## src/rtl/ti_and_pipe.sv

```systemverilog
`default_nettype none
// ============================================================================
//  Module   : ti_and_pipe
//  Purpose  : Pipelined bitwise AND over 3-share threshold-implementation
//             operands. The output shares are registered and non-complete.
//             An optional refresh stage re-masks the shares with fresh
//             randomness. Valid/ready flow control on both sides.
//  Revision : 1.0  initial release
// ============================================================================
module ti_and_pipe #(
    parameter int unsigned WIDTH   = 8,
    parameter int unsigned REFRESH = 1
) (
    input  logic                 clk,
    input  logic                 rst,
    input  logic                 in_valid,
    output logic                 in_ready,
    input  logic [WIDTH-1:0]     a0,
    input  logic [WIDTH-1:0]     a1,
    input  logic [WIDTH-1:0]     a2,
    input  logic [WIDTH-1:0]     b0,
    input  logic [WIDTH-1:0]     b1,
    input  logic [WIDTH-1:0]     b2,
    input  logic [2*WIDTH-1:0]   rnd,
    output logic                 out_valid,
    input  logic                 out_ready,
    output logic [WIDTH-1:0]     q0,
    output logic [WIDTH-1:0]     q1,
    output logic [WIDTH-1:0]     q2
);

    // Component functions. Each one omits one share index so that no single
    // function ever sees all shares of an operand. They go straight into
    // separate registers; nothing combines them before the flops.
    logic [WIDTH-1:0] w_f0;
    logic [WIDTH-1:0] w_f1;
    logic [WIDTH-1:0] w_f2;

    assign w_f0 = (a1 & b1) ^ (a1 & b2) ^ (a2 & b1);
    assign w_f1 = (a2 & b2) ^ (a0 & b2) ^ (a2 & b0);
    assign w_f2 = (a0 & b0) ^ (a0 & b1) ^ (a1 & b0);

    logic             r_s1_v;
    logic [WIDTH-1:0] r_s1_q0;
    logic [WIDTH-1:0] r_s1_q1;
    logic [WIDTH-1:0] r_s1_q2;

    // Stage 1 may load when empty or when its content leaves this cycle.
    logic w_s1_adv;

    assign in_ready = w_s1_adv;

    // Stage-1 valid bit: follows in_valid whenever the stage is allowed to load.
    always_ff @(posedge clk or posedge rst) begin
        if (rst) begin
            r_s1_v <= 1'b0;
        end else if (w_s1_adv) begin
            r_s1_v <= in_valid;
        end
    end

    // Stage-1 share registers: written only on an accepted input transfer.
    always_ff @(posedge clk or posedge rst) begin
        if (rst) begin
            r_s1_q0 <= '0;
            r_s1_q1 <= '0;
            r_s1_q2 <= '0;
        end else if (in_valid && w_s1_adv) begin
            r_s1_q0 <= w_f0;
            r_s1_q1 <= w_f1;
            r_s1_q2 <= w_f2;
        end
    end

    generate
        if (REFRESH != 0) begin : g_refresh
            logic             r_s2_v;
            logic [WIDTH-1:0] r_s2_q0;
            logic [WIDTH-1:0] r_s2_q1;
            logic [WIDTH-1:0] r_s2_q2;
            logic             w_s2_adv;
            logic [WIDTH-1:0] w_r0;
            logic [WIDTH-1:0] w_r1;

            assign w_r0     = rnd[WIDTH-1:0];
            assign w_r1     = rnd[2*WIDTH-1:WIDTH];
            assign w_s2_adv = !r_s2_v || out_ready;
            assign w_s1_adv = !r_s1_v || w_s2_adv;

            // Stage-2 valid bit: takes over the stage-1 valid bit when it may load.
            always_ff @(posedge clk or posedge rst) begin
                if (rst) begin
                    r_s2_v <= 1'b0;
                end else if (w_s2_adv) begin
                    r_s2_v <= r_s1_v;
                end
            end

            // Stage-2 share registers: re-mask valid stage-1 shares; rnd used only here.
            always_ff @(posedge clk or posedge rst) begin
                if (rst) begin
                    r_s2_q0 <= '0;
                    r_s2_q1 <= '0;
                    r_s2_q2 <= '0;
                end else if (w_s2_adv && r_s1_v) begin
                    r_s2_q0 <= r_s1_q0 ^ w_r0;
                    r_s2_q1 <= r_s1_q1 ^ w_r1;
                    r_s2_q2 <= r_s1_q2 ^ w_r0 ^ w_r1;
                end
            end

            assign out_valid = r_s2_v;
            assign q0        = r_s2_q0;
            assign q1        = r_s2_q1;
            assign q2        = r_s2_q2;
        end else begin : g_direct
            // Randomness input has no consumer in this configuration.
            logic w_unused_rnd;
            assign w_unused_rnd = ^rnd;

            assign w_s1_adv  = !r_s1_v || out_ready;
            assign out_valid = r_s1_v;
            assign q0        = r_s1_q0;
            assign q1        = r_s1_q1;
            assign q2        = r_s1_q2;
        end
    endgenerate

endmodule
`default_nettype wire
```

## config.mk

```make
export PLATFORM = sky130hd
export DESIGN_NAME = ti_and_pipe
export DESIGN_NICKNAME = d
export VERILOG_FILES = /design/src/rtl/ti_and_pipe.sv
export SDC_FILE = /design/constraint.sdc
export NUM_CORES = 1
export LEC_CHECK = 0
export CORE_ASPECT_RATIO = 0.5
export CORE_UTILIZATION = 45
export DETAILED_ROUTE_END_ITERATION = 10
export DONT_BUFFER_PORTS = 1
export GPL_ROUTABILITY_DRIVEN = 1
export PLACE_DENSITY = 0.7
export SETUP_SLACK_MARGIN = 0.1
export SYNTH_ARGS = -nofsm -noshare
export SYNTH_HDL_FRONTEND = slang
export SYNTH_SLANG_ARGS = --single-unit
```

## constraint.sdc

```tcl
create_clock -name clk -period 1.4 [get_ports clk]
set_clock_uncertainty 0.1 [all_clocks]
set_input_delay 0.28 -clock clk [delete_from_list [all_inputs] [get_ports clk]]
set_output_delay 0.28 -clock clk [all_outputs]
set_load 0.02 [all_outputs]
```

==> results of run 1 <==
==> report_power, final <==
group	internal [W]	switching (W)
registers	0.00174	0.000453
logic	0.000418	0.000343
clock network	0.000881	0.000486
total	0.00304	0.00128
==> registers in the layout (all words and copies together), names as in the netlist <==
signal / count
out_valid: 1
q1: 8
r_s1_q1: 8
r_s1_q2: 8
q2: 8
q0: 8
r_s1_v: 1
r_s1_q0: 8
==> Yosys cell counts, types with 3 or more instances <==
cell type,n
o21ai_0,22
a21oi_1,32
buf_6,3
a22oi_1,14
nand2b_1,13
buf_2,4
xnor2_1,32
xor2_1,8
dfrtp_1,50
nor2_1,48
nand2_1,33
mux2_2,30
==> metal layers <==
layer  routed length, um  vias up  part of all wire
met5                   0        -                 0
met4                  34        0            0.0060
met3                 489        4             0.087
met2                2920       60              0.52
met1                2200      970              0.39
li1                    -     1020                 -
==> stage by stage <==
| stage | cell area, sq um | hold slack, ns | util | setup slack [ns] |
|---|---|---|---|---|
| 3_3_place_gp | 2960 | 0.133 | 0.512 | 0.174 |
| 6_report | 3170 | 0.0110 | 0.549 | 0.0452 |
| 5_1_grt | 3170 | 0.00180 | 0.549 | 0.00485 |
| 3_5_place_dp | 2960 | 0.137 | 0.512 | 0.122 |
| 4_1_cts | 3140 | 0.00473 | 0.544 | 0.0278 |
| 2_1_floorplan | 2840 | 0.222 | - | 0.112 |
==> worst max-delay path by stage <==
stage                 end  cells after the start  slack (ns)
2_1_floorplan       q0[0]                      6        0.11
3_3_place_gp   r_s1_q1[2]                      5        0.17
3_5_place_dp   r_s1_q0[4]                      5        0.12
4_1_cts          in_ready                      2        0.03
5_1_grt          in_ready                      2       0.005
6_report         in_ready                      2        0.05
==> kinds of logic (layout without fill, tap and decap cells) <==
kind of cell	Yosys count	after routing	synth area share
simple gates	96	96	0.146
compound gates	72	72	0.142
flops	50	50	0.442
xor+xnor	40	40	0.124
mux	30	30	0.119
buf+inv	11	15	0.0269
==> layout by cell type, fill, tap and decap left out, drive strengths merged <==
cell,count
a21oi,32
clkbuf,7
o21ai,24
mux2,30
and2,1
a32oi,2
xor2,8
bufinv,1
a22oi,14
nand2,33
xnor2,32
nand3b,1
dlygate4sd3,1
clkinvlp,1
nor2,48
nand2b,13
buf,5
dfrtp,50
==> critical path, cell delays in order (launching register included) <==
cell and delay (ns):
dfrtp_2 0.47, nand3b_4 0.11, buf_6 0.12
==> layout make-up <==
| type | count | area (sq um) | area share |
|---|---|---|---|
| well taps | 84 | 105 | 0.0331 |
| repair buffers | 7 | 126 | 0.0398 |
| clock buffers | 6 | 139 | 0.0438 |
| inverters | 1 | 7.51 | 0.00237 |
| multi-input cells | 238 | 1510 | 0.477 |
| flip-flops and latches | 50 | 1250 | 0.395 |
| clock inverters | 1 | 30.0 | 0.00946 |
==> timing repair <==
item                                    in CTS  in global routing
endpoints found under the hold margin       50                  0
gates cloned                                 0                  1
gates resized for setup                      1                  5
pin swaps                                    0                  0
hold buffers                                 1                  0
endpoints found under the setup margin       1                 47
==> flow_summary.yaml, run 1 <==
pwr:
  p_per_area_nw_per_um2: 1360
  power.leakage_nw: 1.29
  vdd.ir_drop.worst_uv: 519
  p_total_w: 0.00432
setup_path:
  reg2reg_depth: 5
  worstSetupPathType: "reg2out"
  r2r_start: "out_valid"
  critPathCaptureType: "output port"
  worstPathMaxFanout: 3
  worstSetupStartpoint: "out_valid"
  r2r_slack_ns: 0.09
  required_ns: 1.02
  crit_arrival_ns: 0.97
  worst_setup_path_start_kind: "flop"
  r2r-end: "r_s1_q0[5]"
drt:
  drt_pass1_iterations: 4
  ant_nets: 0
  vias: 2054
  drt_iter0_markers: 54
  drt-total-wl_um: 5640
  remaining_drc_errors: 0
  via_per_inst: 5.31
  wl_per_cell_um: 14.6
global_route:
  grt_pass1_wl_um: 9000
  antenna_found_initial: 0
  grt_util_met1: 0.188
  grt-ovfl-total: 0
  grt_max_degree: 51
  grtUsageTotal: 0.174
  grt_util_met3: 0.0732
  grtUsageMet2: 0.317
  grt_most_used_layer: "met2"
  grt_pass1_vias: 2063
logic_synthesis:
  synth_top_area_share: 0.442
  postSynthAreaPerCell_sq_um: 9.47
  synth_edf_count: 0
  netlist_area_sq_um: 2830
  post-synth-top-area-cell: "dfrtp_1"
  syn-num-nets: 367
  synth_area_leaders: "dfrtp_1 (44%), mux2_2 (12%), xnor2_1 (9.9%)"
  synth-warning-count: 0
  seq_area_frac_synth: 0.442
  async_reset_ff_frac: 1.00
  syn_inst: 299
  ys.flop_type: "dfrtp_1"
  ys_types: 19
  ys_ff_latch: 50
clocking:
  cts-root-buf: "clkbuf_16"
  ctsHtreeMaxLevel: 2
  postCtsSetupBuffers: 0
  clk_pin_slew_worst_paths_ns: 0.06
  cts_tree: "built"
  clock_path_buffers: 2
  cts_sinks: 50
  cts_made_buffers: 5
  clk_latency_ns: 0.28
floorplan:
  dieArea_sq_um: 6640
  ios: 94
  start_util: 0.490
  die_y_um: 58.1
  fp.dieW_um: 114
  row_count: 19
  coreArea_sq_um: 5780
timing:
  hold_viol_final: 0
  setup_viol: 0
  rsz0062_at_grt: "true"
  post-route-period-util: 0.968
  slew_violations: 0
  min_period_ns: 1.35
  finalSetupTns_ns: 0
  fmax_mhz: 738
  worst_pin_slew_ns: 0.271
  relSlewSlack: 0.819
hold_path:
  hold_start: "in_valid"
  hold_path.class: "in2reg"
  hold-path-cell-count: 1
  holdPathEnd: "r_s1_v"
layout:
  fin_cells: 387
  syn_to_final_growth_pct: 12.0
  n_antenna_cell: 0
  nets: 371
  n_fill_cell: 516
  drive_gt1_frac: 0.165
place:
  io_buffer_count: 0
  hpwl_um: 4260
  place.gp.congestion: 0.707
  dpl.cell_count: 378
flow_run:
  cap_violations: 0
status:
  status: "finished, final reports clean"
(Power assumes the default switching activity.)
==> run 2, diff against run 1 <==
--- a/config.mk
+++ b/config.mk
@@ -6,6 +6,7 @@
 export NUM_CORES = 1
 export LEC_CHECK = 0
 export CORE_ASPECT_RATIO = 0.5
+export CORE_MARGIN = 5
 export CORE_UTILIZATION = 45
 export DETAILED_ROUTE_END_ITERATION = 10
 export DONT_BUFFER_PORTS = 1
==> flow_summary.yaml, run 2 (same netlist as run 1, synthesis figures left out) <==
setup_path:
  worstSetupPathType: "reg2out"
  crit_chain: "nand3b_4, buf_6"
  crit_arrival_ns: 0.98
  worst_setup_path_start_kind: "flop"
  worstPathMaxFanout: 3
  cpMaxStageDelayCell: "dfrtp_2"
  r2r_start: "out_valid"
  critPathCaptureType: "output port"
  reg2reg_depth: 5
  max_stage_delay_ns: 0.47
  required_ns: 1.02
  r2r_slack_ns: 0.06
  r2r-end: "r_s1_q1[6]"
clocking:
  cts_tree: "built"
  clock_path_buffers: 2
  cts_made_buffers: 5
  clk_latency_ns: 0.28
  cts_sinks: 50
  ctsHtreeMaxLevel: 2
  cts-root-buf: "clkbuf_16"
  clk_pin_slew_worst_paths_ns: 0.06
global_route:
  grt-ovfl-total: 0
  grtUsageTotal: 0.147
  grt_pass1_vias: 2046
  grt_util_met3: 0.0462
  grtUsageMet2: 0.273
  antenna_found_initial: 0
  grt_most_used_layer: "met2"
  grt_max_degree: 33
  grt_util_met1: 0.164
  grt_pass1_wl_um: 9340
pwr:
  p_seq_frac: 0.529
  power.leakage_nw: 1.29
  p_int_w: 0.00287
  clkPwrFrac: 0.266
  switching_share: 0.327
  p_per_area_nw_per_um2: 1270
  combPwrFrac: 0.206
  switching_power_w: 0.00140
  p_total_w: 0.00427
  vdd.ir_drop.worst_uv: 539
drt:
  wl_per_cell_um: 15.3
  ant_nets: 0
  drt-total-wl_um: 5980
  drt_iter0_markers: 106
  vias: 2066
  drt_pass1_iterations: 4
  via_per_inst: 5.27
  remaining_drc_errors: 0
hold_path:
  hold_start: "in_valid"
  holdPathEnd: "r_s1_v"
  hold_path.class: "in2reg"
  hold-path-cell-count: 1
floorplan:
  start_util: 0.466
  row_count: 20
  dieArea_sq_um: 8080
  fp.dieW_um: 122
  ios: 94
  die_y_um: 66.1
  coreArea_sq_um: 6080
timing:
  fin_hold_ws_ns: 0.0133
  worst_pin_slew_ns: 0.320
  rsz0062_at_grt: "true"
  setup_viol: 0
  fmax_mhz: 736
  min_period_ns: 1.36
  hold_viol_final: 0
  post-route-period-util: 0.971
  slew_violations: 0
  relSlewSlack: 0.787
layout:
  final_cell_area_sq_um: 3360
  syn_to_final_growth_pct: 18.7
  final-seq-area_sq_um: 1250
  fin_util: 0.553
  n_fill_cell: 542
  n_antenna_cell: 0
  nets: 372
  multi_input_area_sq_um: 1750
  drive_gt1_frac: 0.299
  final_cell_mix: "dfrtp_1 (49), xnor2_1 (32), nand2_1 (32)"
  layout_commonest_cell: "dfrtp_1"
status:
  status: "finished, final reports clean"
flow_run:
  cap_violations: 0
place:
  place_area_sq_um: 2950
  place.gp.congestion: 0.729
  hpwl_um: 4720
  io_buffer_count: 0
run 2: worst max path at each step:
stage                   start       end  slack [ns]
finish              out_valid  in_ready        0.04
global route        out_valid  in_ready      -0.008
CTS                 out_valid  in_ready        0.02
detailed placement  out_valid     q1[2]        0.09
global placement    out_valid     q0[0]        0.13
floorplan           out_valid     q0[0]        0.11
run 2: metal layers:
metal	up-vias	part of all wire
li1	1031	-
met1	994	0.37
met2	36	0.55
met4	0	0.0095
met3	5	0.065
met5	-	0
run 2: power by group through the flow:
stage	Combinational, W	Sequential [W]	Clock [W]
floorplan	0.000633	0.00216	0
global placement	0.000704	0.00223	0
detailed placement	0.000745	0.00224	0
CTS	0.000752	0.00221	0.00116
global route	0.000987	0.00230	0.00124
finish	0.000878	0.00226	0.00113
run 2: metrics by stage:
stage,setup slack (ns),setup TNS [ns],std cells
after floorplan,0.112,0,299
after global placement,0.130,0,384
after detailed placement,0.0861,0,384
after CTS,0.0233,0,392
after global routing,-0.00771,-0.0127,392
final,0.0404,0,392
run 2: cell type report:
type,instances,area share
Sequential cell,50,0.372
Clock buffer,7,0.0394
Multi-Input combinational cell,238,0.521
Tap cell,88,0.0327
Inverter,1,0.00223
Timing Repair Buffer,8,0.0320
run 2: worst max-delay path: cells and delay by family, from the launching register on:
family | cells | cell delay [ns]
simple gates | 1 | 0.10
buf+inv | 1 | 0.12
flops | 1 | 0.47
run 2: repair_timing:
item / CTS / global route
pin swaps: 0 / 10
hold buffers: 1 / 0
endpoints found under the hold margin: 50 / 0
cloned: 0 / 0
gates resized for setup: 2 / 71
setup buffers: 0 / 0
setup endpoints to repair: 9 / 47
